### src/rtl/uart_tx_pkg.sv
// Shared types and constants for the UART transmitter.
//   tx_state_e    : transmitter FSM states (PARITY only with UART_TX_PARITY_EN)
//   DataBits      : data bits per frame
//   MinClksPerBit : smallest usable bit period; smaller requests are clamped
package uart_tx_pkg;

    localparam int unsigned DataBits      = 8;
    localparam int unsigned MinClksPerBit = 2;

    typedef enum logic [2:0] {
        IDLE,
        START,
        DATA,
`ifdef UART_TX_PARITY_EN
        PARITY,
`endif
        STOP
    } tx_state_e;

endpackage

### src/rtl/uart_transmitter_if.sv
// Producer-side byte handshake of the UART transmitter.
//   tx_valid_i : producer has a byte
//   tx_byte_i  : byte to send
//   tx_ready_o : transmitter can accept a byte this cycle
// master = producer, slave = transmitter.
interface uart_transmitter_if;

    logic       tx_valid_i;
    logic [7:0] tx_byte_i;
    logic       tx_ready_o;

    modport master (
        output tx_valid_i,
        output tx_byte_i,
        input  tx_ready_o
    );

    modport slave (
        input  tx_valid_i,
        input  tx_byte_i,
        output tx_ready_o
    );

endinterface

### src/rtl/uart_tx_fifo.sv
// Synchronous byte FIFO for the UART transmitter.
//   clk_i     : clock
//   rst_ni    : synchronous active-high reset (clears pointers and count)
//   push      : write push_data (ignored when full)
//   push_data : byte to write
//   pop       : remove the head entry (ignored when empty)
//   pop_data  : head entry, valid while !empty
//   full      : count == FifoDepth
//   empty     : count == 0
// FifoDepth must be a power of two so the pointers wrap naturally.
module uart_tx_fifo #(
    parameter int unsigned FifoDepth = 4
) (
    input  logic       clk_i,
    input  logic       rst_ni,
    input  logic       push,
    input  logic [7:0] push_data,
    input  logic       pop,
    output logic [7:0] pop_data,
    output logic       full,
    output logic       empty
);

    localparam int unsigned PtrW = $clog2(FifoDepth);
    localparam int unsigned CntW = PtrW + 1;

    logic [7:0]      mem [FifoDepth];
    logic [PtrW-1:0] wr_ptr;
    logic [PtrW-1:0] rd_ptr;
    logic [CntW-1:0] count;
    logic            do_push;
    logic            do_pop;

    assign full     = (count == CntW'(FifoDepth));
    assign empty    = (count == '0);
    assign do_push  = push & ~full;
    assign do_pop   = pop & ~empty;
    assign pop_data = mem[rd_ptr];

    always_ff @(posedge clk_i) begin
        if (do_push) begin
            mem[wr_ptr] <= push_data;
        end
    end

    always_ff @(posedge clk_i) begin
        if (rst_ni) begin
            wr_ptr <= '0;
            rd_ptr <= '0;
            count  <= '0;
        end else begin
            if (do_push) begin
                wr_ptr <= wr_ptr + PtrW'(1);
            end
            if (do_pop) begin
                rd_ptr <= rd_ptr + PtrW'(1);
            end
            unique case ({do_push, do_pop})
                2'b10:   count <= count + CntW'(1);
                2'b01:   count <= count - CntW'(1);
                default: count <= count;
            endcase
        end
    end

endmodule

### src/rtl/uart_transmitter.sv
// Byte-serial UART transmitter, 8N1, LSB first, with a small input FIFO.
//   clk_i        : system clock
//   rst_ni       : synchronous active-high reset (name pairs with uart_receiver)
//   CLKS_PER_BIT : clock cycles per bit, latched at frame start, clamped to >= 2
//   tx_if        : producer handshake (slave modport)
//   tx_serial_o  : serial line, idles high, driven from a flop
//   tx_busy_o    : frame in progress or FIFO non-empty
//   tx_done_o    : pulse on the last cycle of each stop bit
// Build option UART_TX_PARITY_EN inserts an even-parity bit before the stop bit.
module uart_transmitter
    import uart_tx_pkg::*;
#(
    parameter int unsigned FifoDepth = 4,
    parameter int unsigned CntW      = 16
) (
    input  logic            clk_i,
    input  logic            rst_ni,
    input  logic [CntW-1:0] CLKS_PER_BIT,
    uart_transmitter_if.slave tx_if,
    output logic            tx_serial_o,
    output logic            tx_busy_o,
    output logic            tx_done_o
);

    localparam int unsigned IdxW = $clog2(DataBits);

    tx_state_e           state, next_state;
    logic [CntW-1:0]     cnt, cnt_next;
    logic [CntW-1:0]     period, period_next;
    logic [IdxW-1:0]     bit_idx, bit_idx_next;
    logic [DataBits-1:0] shift, shift_next;
    logic                serial, serial_next;
`ifdef UART_TX_PARITY_EN
    logic                parity, parity_next;
`endif

    logic            fifo_pop;
    logic [7:0]      fifo_data;
    logic            fifo_full;
    logic            fifo_empty;
    logic            load_frame;
    logic            bit_last;
    logic [CntW-1:0] clks_clamped;

    uart_tx_fifo #(
        .FifoDepth (FifoDepth)
    ) u_fifo (
        .clk_i     (clk_i),
        .rst_ni    (rst_ni),
        .push      (tx_if.tx_valid_i),
        .push_data (tx_if.tx_byte_i),
        .pop       (fifo_pop),
        .pop_data  (fifo_data),
        .full      (fifo_full),
        .empty     (fifo_empty)
    );

    assign tx_if.tx_ready_o = ~fifo_full;
    assign tx_busy_o        = (state != IDLE) | ~fifo_empty;
    assign tx_serial_o      = serial;

    assign clks_clamped = (CLKS_PER_BIT < CntW'(MinClksPerBit)) ? CntW'(MinClksPerBit)
                                                                 : CLKS_PER_BIT;
    assign bit_last     = (cnt == period - CntW'(1));

    always_ff @(posedge clk_i) begin
        if (rst_ni) begin
            state   <= IDLE;
            cnt     <= '0;
            period  <= '0;
            bit_idx <= '0;
            shift   <= '0;
            serial  <= 1'b1;
`ifdef UART_TX_PARITY_EN
            parity  <= 1'b0;
`endif
        end else begin
            state   <= next_state;
            cnt     <= cnt_next;
            period  <= period_next;
            bit_idx <= bit_idx_next;
            shift   <= shift_next;
            serial  <= serial_next;
`ifdef UART_TX_PARITY_EN
            parity  <= parity_next;
`endif
        end
    end

    always_comb begin
        next_state   = state;
        cnt_next     = cnt + CntW'(1);
        period_next  = period;
        bit_idx_next = bit_idx;
        shift_next   = shift;
        fifo_pop     = 1'b0;
        load_frame   = 1'b0;
        tx_done_o    = 1'b0;
`ifdef UART_TX_PARITY_EN
        parity_next  = parity;
`endif

        unique case (state)
            IDLE: begin
                cnt_next = '0;
                if (!fifo_empty) begin
                    load_frame = 1'b1;
                end
            end
            START: begin
                if (bit_last) begin
                    cnt_next     = '0;
                    bit_idx_next = '0;
                    next_state   = DATA;
                end
            end
            DATA: begin
                if (bit_last) begin
                    cnt_next   = '0;
                    shift_next = shift >> 1;
                    if (bit_idx == IdxW'(DataBits - 1)) begin
`ifdef UART_TX_PARITY_EN
                        next_state = PARITY;
`else
                        next_state = STOP;
`endif
                    end else begin
                        bit_idx_next = bit_idx + IdxW'(1);
                    end
                end
            end
`ifdef UART_TX_PARITY_EN
            PARITY: begin
                if (bit_last) begin
                    cnt_next   = '0;
                    next_state = STOP;
                end
            end
`endif
            STOP: begin
                if (bit_last) begin
                    tx_done_o = 1'b1;
                    cnt_next  = '0;
                    // Chain straight into the next start bit when data is waiting.
                    if (!fifo_empty) begin
                        load_frame = 1'b1;
                    end else begin
                        next_state = IDLE;
                    end
                end
            end
            default: begin
                next_state = IDLE;
                cnt_next   = '0;
            end
        endcase

        if (load_frame) begin
            fifo_pop    = 1'b1;
            shift_next  = fifo_data;
            period_next = clks_clamped;
            cnt_next    = '0;
            next_state  = START;
`ifdef UART_TX_PARITY_EN
            parity_next = ^fifo_data;
`endif
        end

        // Line value follows the state being entered so it comes straight off a flop.
        unique case (next_state)
            START:   serial_next = 1'b0;
            DATA:    serial_next = shift_next[0];
`ifdef UART_TX_PARITY_EN
            PARITY:  serial_next = parity_next;
`endif
            default: serial_next = 1'b1;
        endcase
    end

endmodule

### src/flat_wrapper.sv
// flat-port wrapper written by rule: the top's interface ports become plain ports
module uart_transmitter_flat import uart_tx_pkg::*;
#(
    parameter int unsigned FifoDepth = 4,
    parameter int unsigned CntW      = 16
)
  (clk_i, rst_ni, CLKS_PER_BIT, tx_serial_o, tx_busy_o, tx_done_o, tx_if_tx_valid_i, tx_if_tx_byte_i, tx_if_tx_ready_o);
  uart_transmitter_if tx_if_i ();
  input  logic clk_i;
  input  logic rst_ni;
  input  logic [CntW-1:0] CLKS_PER_BIT;
  output logic tx_serial_o;
  output logic tx_busy_o;
  output logic tx_done_o;
  input wire logic [$bits(tx_if_i.tx_valid_i)-1:0] tx_if_tx_valid_i;
  input wire logic [$bits(tx_if_i.tx_byte_i)-1:0] tx_if_tx_byte_i;
  output wire logic [$bits(tx_if_i.tx_ready_o)-1:0] tx_if_tx_ready_o;
  assign tx_if_i.tx_valid_i = tx_if_tx_valid_i;
  assign tx_if_i.tx_byte_i = tx_if_tx_byte_i;
  assign tx_if_tx_ready_o = tx_if_i.tx_ready_o;
  uart_transmitter #(.FifoDepth(FifoDepth), .CntW(CntW)) u_core (.clk_i(clk_i), .rst_ni(rst_ni), .CLKS_PER_BIT(CLKS_PER_BIT), .tx_if(tx_if_i), .tx_serial_o(tx_serial_o), .tx_busy_o(tx_busy_o), .tx_done_o(tx_done_o));
endmodule
### config.mk
export PLATFORM = sky130hd
export DESIGN_NAME = uart_transmitter_flat
export DESIGN_NICKNAME = d
export VERILOG_FILES = /design/src/rtl/uart_tx_pkg.sv /design/src/rtl/uart_transmitter_if.sv /design/src/rtl/uart_tx_fifo.sv /design/src/rtl/uart_transmitter.sv /design/src/flat_wrapper.sv
export SDC_FILE = /design/constraint.sdc
export NUM_CORES = 1
export LEC_CHECK = 0
export BUFFER_PORTS_ARGS = -buffer_cell sky130_fd_sc_hd__buf_2
export CORE_UTILIZATION = 50
export CTS_CLUSTER_DIAMETER = 80
export DETAILED_ROUTE_END_ITERATION = 7
export PLACE_DENSITY = 0.8
export SLEW_MARGIN = 5
export SYNTH_ARGS = -nofsm -noshare
export SYNTH_HDL_FRONTEND = slang
export SYNTH_HIERARCHICAL = 1
export SYNTH_SLANG_ARGS = --single-unit
### constraint.sdc
create_clock -name clk_i -period 3.9 [get_ports clk_i]
set_clock_uncertainty 0.1 [all_clocks]
set_input_delay 0.585 -clock clk_i [delete_from_list [all_inputs] [get_ports clk_i]]
set_output_delay 0.585 -clock clk_i [all_outputs]
set_load 0.01 [all_outputs]
==> flow_summary.toml, run 1 <==
[job]
maxCapViolations = 0

[synthesis]
synthesis.nets = 457
synth.most_common_cell = "dfxtp_1"
synth_edf_count = 32
synth.yosys.seq_area_share = 0.478
yosysUniqueCellTypes = 63
syn_avg_cell_area_sq_um = 10.4
synth_top_area_frac = 0.257
synthTopCellsByArea = "dfxtp_1 26%, edfxtp_1 22%, mux4_2 4.1%, xor2_1 3.6%, o21ai_0 3.4%"
synth_top_cell_by_area = "dfxtp_1"
async_reset_ff_frac = 0
ys.warnings.count = 6
synth_fa_ha_area_frac = 0.0305
ys.flop_type = "dfxtp_1"
ys_ff_latch = 88
muxShareOfSynthArea = 0.0658
synth-xor-area-share = 0.0741
netlist_instances = 420
synth_top_family_by_area = "simple AND/OR/NAND/NOR gates"
synth_compound_area_frac = 0.125
netlist_top_cells_count = "56 x dfxtp_1, 39 x nor2_1, 32 x edfxtp_1, 30 x o21ai_0, 29 x a21oi_1"
netlist_area_sq_mm = 0.00435
yosys.area_share.simple = 0.185

[placed_design]
dp_hpwl_microns = 6870
place.gp.congestion = 0.885
preCtsSetupSlack_ps = 5.22
portBuffers = 30

[hold_path]
hold_class = "primary input to flop"
hold_path.startpoint = "tx_if_tx_byte_i[6]"

[setup_path]
crit_required_ps = 4100
rrSetupSlack_ps = 90
r2r_cells = 15
cp-start-kind = "flop"
crit_arrival_ps = 4010
critPathCapture = "u_core/u_fifo/count[2]"
end_kind = "flop"
critical_path.startpoint = "u_core/period[2]"
worstSetupPathType = "flop to flop"
path_max_fanout = 4
timing.rr.start = "u_core/period[2]"
r2r-end = "u_core/u_fifo/count[2]"

[final_layout]
antennaDiodeCount = 0
finalNetCount = 498
drive_above_1_share = 0.236
final_core_util = 0.598
syn_to_final_growth_pct = 14.6

[floorplanning]
die_width_microns = 95.3
row_count = 33
initial_utilization = 0.522
core-area_sq_mm = 0.00834
dieArea_sq_mm = 0.00909
io_pins = 31
dieHeight_microns = 95.3

[routing]
via_per_inst = 5.82
wl_per_cell_microns = 16.4
ant_nets = 0
totalWireLength_microns = 9390
topRoutingLayerUsed = "met4"
wl_met2_microns = 4830
vias = 3326
drt_iter0_markers = 131
dr_wl_met3_microns = 353
drc_errors = 0
firstDrtPassIters = 4
wl_met1_microns = 3940

[pwr]
power_w = 0.00287
p_leak_nw = 1.77
vdd_drop_max_uv = 293
p_per_area_mw_per_mm2 = 576

[clocking]
clock_latency_ps = 370
clk_pin_slew_ps = 100
cts_buffer_depth = 2
h-tree-depth = 3
cts_root_buffer = "clkbuf_8"
cts_buffers = 9
clock-sinks = 88
cts_tree = "yes"

[global_route]
antenna_found_initial = 0
grt_usage = 0.219
grt_pass1_wl_microns = 15000
grt_start_max_net_pins = 34
grt_pass1_vias = 3197
gr-total-overflow = 0

[sta]
final.period_utilization = 0.978
fmax_ghz = 0.262
layout_setup_ws_ps = 87.1
rsz0062_at_grt = "true"
tightestPinTransition_ps = 631
fin_crit_ps = 3810
setup_viol = 0
final_max_slew_viol_count = 0
slew-limit-headroom = 0.578
final_hold_viol_count = 0

[run_status]
status = "finished, final reports clean"
-- flip-flops by register name, summed over array words and instances, names as in the netlist, named ones only --
signal                cells
u_core/u_fifo/wr_ptr      2
u_core/bit_idx            3
u_core/tx_serial_o        1
u_core/period            16
u_core/u_fifo/mem        32
u_core/state              3
u_core/shift              8
u_core/u_fifo/rd_ptr      2
u_core/u_fifo/count       3
u_core/cnt               16
-- power by group --
| part | internal [W] | switching (W) |
|---|---|---|
| registers | 0.00105 | 0.0000940 |
| clock network | 0.000253 | 0.000372 |
| logic | 0.000499 | 0.000605 |
| total | 0.00180 | 0.00107 |
-- worst max-delay path, cell delays in order, from the launching register on --
cell     delay [ps]
dfxtp_2         340
or4_4           570
or4_4           570
xnor2_4         200
nand4_4         120
nor4_4          320
a21oi_2         120
nor2_4          120
o31ai_4          80
inv_1            70
ha_2            170
inv_1            50
fa_2            330
xor2_1          150
or3_1           300
a21oi_1         120
-- kinds of logic (layout without fill, tap and decap cells) --
| group | count (synthesis) | count (layout) |
|---|---|---|
| xor gates and xnor gates | 36 | 36 |
| adders and majority gates | 10 | 10 |
| AOI/OAI and AO/OA | 86 | 86 |
| buffers and inverters | 39 | 85 |
| DFF | 88 | 88 |
| muxes | 18 | 18 |
| other | 1 | 1 |
| and+or+nand+nor | 142 | 142 |
-- per-layer routing --
metal / vias up / track usage
met1: 1604 / 0.254
li1: 1624 / -
met4: 0 / 0.109
met3: 23 / 0.0439
met2: 75 / 0.383
met5: - / 0
-- worst min-delay path by stage --
stage / endpoint / slack [ps] / depth (start not counted)
floorplan: u_core/bit_idx[1] / 340 / 2
global placement: u_core/bit_idx[1] / 350 / 2
detailed placement: u_core/bit_idx[1] / 360 / 2
CTS: u_core/u_fifo/mem[2][6] / 300 / 1
global route: u_core/u_fifo/mem[2][6] / 310 / 1
finish: u_core/u_fifo/mem[2][6] / 320 / 1
-- layout make-up --
cell class,instances,area [sq um]
Inverter,17,63.8
Tap cell,105,131
Sequential cell,88,2080
Multi-Input combinational cell,293,2200
Fill cell,688,3350
Clock buffer,9,124
Clock inverter,7,70.1
Timing Repair Buffer,52,315
-- placed cells by master, fill, tap and decap left out, types with 3 or more instances in the layout --
| cell type | n |
|---|---|
| nor3_1 | 9 |
| buf_4 | 22 |
| and3_1 | 6 |
| buf_2 | 30 |
| mux2i_1 | 8 |
| edfxtp_1 | 32 |
| xor2_1 | 18 |
| ha_1 | 7 |
| nor4_1 | 6 |
| dfxtp_1 | 55 |
| inv_1 | 16 |
| a21oi_1 | 27 |
| clkbuf_8 | 9 |
| o311a_1 | 6 |
| xnor2_1 | 17 |
| or4_4 | 3 |
| or3_1 | 5 |
| o21ai_0 | 30 |
| nor2_1 | 38 |
| and2_1 | 5 |
| nand2_1 | 14 |
| nand3_1 | 24 |
| or4_1 | 3 |
| nor4_4 | 3 |
| mux4_2 | 8 |
| inv_8 | 4 |
| nand4_1 | 7 |
-- stage by stage --
| stage | TNS (ps) | instances | hold WS (ps) | instance area, sq um |
|---|---|---|---|---|
| after floorplan | 0 | 420 | 336 | 4410 |
| after global placement | 0 | 552 | 346 | 4720 |
| after detailed placement | 0 | 552 | 356 | 4720 |
| after CTS | 0 | 568 | 304 | 4920 |
| after global routing | -49.3 | 571 | 313 | 4990 |
| final | 0 | 571 | 319 | 4990 |
-- repair_timing --
action,4_1_cts,5_1_grt
endpoints found under the setup margin,1,2
hold buffers,0,0
buffers inserted,0,3
endpoints found under the hold margin,0,0
pin swaps,0,7
resized for setup,1,8
Power figures use the tool's default switching activity.
==> run 2, diff against run 1 <==
- ABC_AREA: unset -> 1
- PLACE_DENSITY: 0.8 -> 0.79
==> run 2 against run 1 <==
Effect of this change:
- combinational power grew 29%
- worst setup slack improved by 600 ps
- cell count grew 41%
- global-route usage rose by 0.58 points
- clock power decreased by 2%
- non-clock buffer count decreased by 20
- sequential power about the same
- synthesized cell count up 52%
- synthesized area grew 11%
- critical endpoint unchanged
- largest cell class unchanged
- largest power group is now combinational logic
- highest routed layer unchanged
==> flow_summary.toml, run 2 <==
[run_status]
status = "finished, final reports clean"

[synthesis]
async_reset_ff_frac = 0
netlist_area_sq_mm = 0.00485
ys.warnings.count = 6
synth_edf_count = 32
synth_top_area_frac = 0.231
yosysUniqueCellTypes = 39
synth.most_common_cell = "nand2_1"
ys_ff_latch = 88
netlist_instances = 639
ys.flop_type = "dfxtp_1"
synthTopCellsByArea = "dfxtp_1 23%, edfxtp_1 20%, nand2_1 12%, nor2_1 7.1%, inv_1 5.5%"
syn_avg_cell_area_sq_um = 7.59
synthesis.nets = 676
synth.yosys.seq_area_share = 0.430
netlist_top_cells_count = "155 x nand2_1, 92 x nor2_1, 71 x inv_1, 56 x dfxtp_1, 43 x nand3_1"
synth_top_cell_by_area = "dfxtp_1"

[clocking]
cts_tree = "yes"
cts_buffer_depth = 2
cts-resized-gates = 0
cts_buffers = 9
cts_setup_buffers = 0
clock-sinks = 88
cts_root_buffer = "clkbuf_8"
clk_pin_slew_ps = 100
cts_hold_buf = 0
clock_latency_ps = 360
h-tree-depth = 3

[global_route]
grt_pass1_wl_microns = 17700
grt_usage = 0.225
antenna_found_initial = 0
gr-total-overflow = 0
grt_pass1_vias = 3917
grt_start_max_net_pins = 34

[setup_path]
rrSetupSlack_ps = 690
end_kind = "flop"
path_max_fanout = 7
crit_required_ps = 4070
crit_arrival_ps = 3380
r2r_cells = 21
cp-start-kind = "flop"
timing.rr.start = "u_core/period[0]"
worstSetupPathType = "flop to flop"
r2r-end = "u_core/u_fifo/count[2]"

[hold_path]
hold_path.startpoint = "tx_if_tx_byte_i[2]"
hold_class = "primary input to flop"
min_to = "u_core/u_fifo/mem[1][2]"
hold_depth = 1

[placed_design]
dp_hpwl_microns = 7800
place.gp.congestion = 0.991
portBuffers = 30
place_inst = 788

[sta]
fmax_ghz = 0.312
slew-limit-headroom = 0.477
setup_viol = 0
tightestPinTransition_ps = 781
fin_tns_setup_ps = 0
fin_crit_ps = 3210
final_max_slew_viol_count = 0
rsz0062_at_grt = "false"
final.period_utilization = 0.823
final_hold_viol_count = 0

[final_layout]
reg_top3 = "u_core/u_fifo/mem: 32 flops, u_core/cnt: 16 flops, u_core/period: 16 flops"
finalNetCount = 707
final_common_cell = "nand2_1"
antennaDiodeCount = 0
final_cell_count_no_fill = 804
syn_to_final_growth_pct = 8.93
top_register = "u_core/u_fifo/mem"
largest_reg_flops = 32
drive_above_1_share = 0.156
n_fill_cell = 857
mostFrequentLayoutCells = "155 x nand2_1, 92 x nor2_1, 71 x inv_1, 56 x dfxtp_1, 43 x nand3_1"
final_core_util = 0.566

[job]
maxCapViolations = 0

[floorplanning]
core-area_sq_mm = 0.00933
die_width_microns = 100
dieHeight_microns = 100
io_pins = 31
initial_utilization = 0.520
row_count = 35
dieArea_sq_mm = 0.0101

[routing]
wl_per_cell_microns = 12.9
totalWireLength_microns = 10400
firstDrtPassIters = 5
drt_iter0_markers = 279
ant_nets = 0
drc_errors = 0
vias = 4119
via_per_inst = 5.12

[pwr]
vdd_drop_max_uv = 345
p_per_area_mw_per_mm2 = 605
power_w = 0.00320
p_leak_nw = 2.29
## run 2: report_power, final
group | internal (W) | switching [W]
clock | 0.000253 | 0.000359
sequential | 0.00106 | 0.000104
combinational | 0.000467 | 0.000952
## run 2: metrics by stage
stage	instance area, sq um	hold WS, ps	setup WS, ps
after detailed placement	5080	341	761
after global routing	5280	313	383
after floorplan	4850	324	934
final	5280	335	691
after CTS	5280	311	716
after global placement	5080	335	827
## run 2: kinds of logic (layout without fill, tap and decap cells)
| kind of cell | after synthesis | in the layout | synth area share |
|---|---|---|---|
| xor gates and xnor gates | 17 | 17 | 0.0307 |
| adders and majority gates | 10 | 10 | 0.0274 |
| AOI/OAI and AO/OA | 82 | 82 | 0.0978 |
| DFF | 88 | 88 | 0.430 |
| and+or+nand+nor | 352 | 352 | 0.335 |
| other | 1 | 1 | 0.000774 |
| buffers and inverters | 89 | 125 | 0.0785 |
## run 2: final cells by class
type                            instances  area [sq um]  share of cell area
Clock buffer                            9           124              0.0235
Clock inverter                          7          73.8              0.0140
Inverter                               77           289              0.0547
Multi-Input combinational cell        462          2380               0.452
Sequential cell                        88          2080               0.394
Tap cell                              129           161              0.0306
Timing Repair Buffer                   32           165              0.0313
## run 2: worst max-delay path: stages, from the launching register on
cell     delay, ps
dfxtp_1        350
inv_1           90
ha_1           330
nand2_4        140
nor2_1         220
nand3_1        120
a21oi_1        160
nand3_1        110
nor2_1         180
nand3_1        110
nand2_2         80
nand2_1         80
inv_1           80
ha_1           160
inv_1           70
fa_1           400
inv_1           70
nand2_1         40
nand3_1         80
nand2_1         50
nand2_1         50
nor2_1          40
## run 2: per-layer routing
metal	global-route usage	vias to the layer above	wire (microns)
met5	0	-	0
met4	0.101	0	310
met3	0.0458	25	656
met2	0.364	118	4630
met1	0.292	1858	4760
li1	-	2118	-
## run 2: worst max-delay path by stage
stage                                   to  cells past startpoint              from  slack [ps]
detailed placement  u_core/u_fifo/count[2]                     21  u_core/period[1]         760
CTS                 u_core/u_fifo/count[2]                     21  u_core/period[0]         720
global route        u_core/u_fifo/count[2]                     19  u_core/period[0]         380
finish              u_core/u_fifo/count[2]                     21  u_core/period[0]         690
global placement    u_core/u_fifo/count[2]                     22  u_core/period[0]         830
floorplan           u_core/u_fifo/count[2]                     22  u_core/period[1]         930
==> run 3, diff against run 2 <==
- clock period: 3.9 -> 2.9 ns (I/O delays scaled with it)
==> run 3 against run 2 <==
Effect of this change:
- worst setup slack got worse by 630 ps
- worst hold slack got worse by 150 ps
- via count increased by 6.7%
- sequential share of layout area decreased by 2.8 points
- power increased by 47%
- combinational power increased by 66%
- non-clock buffer count increased by 37
- sequential power increased by 32%
- register-to-register slack got worse by 630 ps
- cell count increased by 4.6%
- cell area increased by 8.0%
- largest power group unchanged
==> flow_summary.toml, run 3 (synthesis gave the netlist of run 2 again) <==
[run_status]
status = "finished, final reports clean"

[setup_path]
end_kind = "flop"
worstSetupPathType = "flop to flop"
r2r_cells = 22
critPathMaxStageDelay_ps = 370
path_max_fanout = 2
cp-start-kind = "flop"
crit_arrival_ps = 3000
crit_required_ps = 3060
cp_slowest_cell = "dfxtp_2"
crit_chain = "inv_4 -> ha_4 -> or2_4 -> nand2_4 -> nor2_4 -> inv_2 -> nor3b_2 -> nand3_2 -> nor2_2 -> nand3_1 -> nand2_2 -> nand2_2 -> inv_2 -> ha_4 -> inv_4 -> fa_2 -> inv_2 -> nand2_2 -> nand3_2 -> nand2_1 -> nand2_1 -> nor2_1"

[pwr]
p_per_area_mw_per_mm2 = 826
p_leak_nw = 2.48
vdd_drop_max_uv = 346

[sta]
tightestPinTransition_ps = 765
final.period_utilization = 0.981
final_hold_viol_count = 0
fin_tns_setup_ps = 0
slew-limit-headroom = 0.488
worst_hold_slack_ps = 186
fmax_ghz = 0.352
final_max_slew_viol_count = 0
setup_viol = 0
rsz0062_at_grt = "true"
fin_crit_ps = 2840

[routing]
drt_iter0_markers = 254
totalWireLength_microns = 11100
ant_nets = 0
via_per_inst = 5.22
drc_errors = 0
vias = 4394
firstDrtPassIters = 5
wl_per_cell_microns = 13.2

[final_layout]
final_cell_count_no_fill = 841
final_common_cell = "nand2_1"
syn_to_final_growth_pct = 17.6
mostFrequentLayoutCells = "149 x nand2_1, 85 x nor2_1, 64 x inv_1, 49 x dfxtp_1, 40 x nand3_1"
drive_above_1_share = 0.251
regArea_sq_mm = 0.00209
antennaDiodeCount = 0
reg_top3 = "u_core/u_fifo/mem: 32 flops, u_core/cnt: 16 flops, u_core/period: 16 flops"
final_core_util = 0.611
n_fill_cell = 807
finalNetCount = 744
multiInputGateArea_sq_mm = 0.00252
top_register = "u_core/u_fifo/mem"
largest_reg_flops = 32
fin_area_sq_mm = 0.00570

[clocking]
cts_buffers = 9
cts_root_buffer = "clkbuf_8"
clock-sinks = 88
h-tree-depth = 3
clk_pin_slew_ps = 100
cts_tree = "yes"
cts_buffer_depth = 2
clock_latency_ps = 360

[global_route]
grt_start_max_net_pins = 31
gr-total-overflow = 0
grt_usage = 0.233
antenna_found_initial = 0
grt_pass1_wl_microns = 18500
grt_pass1_vias = 4155

[floorplanning]
dieArea_sq_mm = 0.0101
initial_utilization = 0.520
row_count = 35
die_width_microns = 100
io_pins = 31
dieHeight_microns = 100
core-area_sq_mm = 0.00933

[job]
maxCapViolations = 0

[hold_path]
hold_class = "primary input to flop"
hold_depth = 1

[placed_design]
placed_area_sq_mm = 0.00530
dp_hpwl_microns = 8220
place_inst = 816
portBuffers = 30
place.gp.congestion = 0.956
run 3: cell count changes in the layout (fill, tap and decap cells not counted), moves of 6 or more:
cell,before,now
dfxtp_1,56,49
nand2_1,155,149
inv_1,71,64
buf_4,2,37
nor2_1,92,85
dfxtp_2,0,7
run 3: path summary, 6_finish.rpt:
kind                       from                       to  slack (ps)
max            u_core/period[0]   u_core/u_fifo/count[2]          60
min          tx_if_tx_byte_i[7]  u_core/u_fifo/mem[3][7]         190
max reg2reg    u_core/period[0]   u_core/u_fifo/count[2]          60
min reg2reg   u_core/bit_idx[2]        u_core/bit_idx[2]         360
run 3: critical path: cells and delay by family (launching register included):
kind | cells | cell delay (ps)
adders and majority gates | 3 | 780
DFF | 1 | 370
buffers and inverters | 5 | 280
and+or+nand+nor | 14 | 1210
run 3: repair_timing:
action | CTS | global route
setup endpoints to repair | 1 | 2
setup buffers | 0 | 9
pin swaps | 2 | 20
gates resized for setup | 16 | 34
hold buffers | 0 | 0
run 3: power by group:
part	switching, W	internal, W	leakage, nW
Clock	0.000472	0.000326	0.0894
Combinational	0.00145	0.000915	1.63
Sequential	0.000118	0.00143	0.753
Total	0.00203	0.00267	2.48
run 3: cell type report:
cell class	instances	area share
clock buffers	9	0.0217
well taps	129	0.0283
multi-input cells	462	0.442
flip-flops and latches	88	0.367
clock inverters	7	0.0110
inverters	77	0.0516
repair buffers	69	0.0790
run 3: layer usage:
layer | GRT usage | up-vias | wire, microns
li1 | - | 2193 | -
met1 | 0.289 | 2033 | 4860
met2 | 0.405 | 136 | 5380
met3 | 0.0333 | 32 | 554
met4 | 0.0970 | 0 | 287
met5 | 0 | - | 0
run 3: stage by stage:
| stage | setup WS, ps | total power [W] |
|---|---|---|
| 4_1_cts | 16.0 | 0.00451 |
| 5_1_grt | -91.2 | 0.00506 |
| 2_1_floorplan | 3.87 | 0.00311 |
| 3_3_place_gp | -1.27 | 0.00361 |
| 3_5_place_dp | -142 | 0.00367 |
| 6_report | 56.5 | 0.00471 |
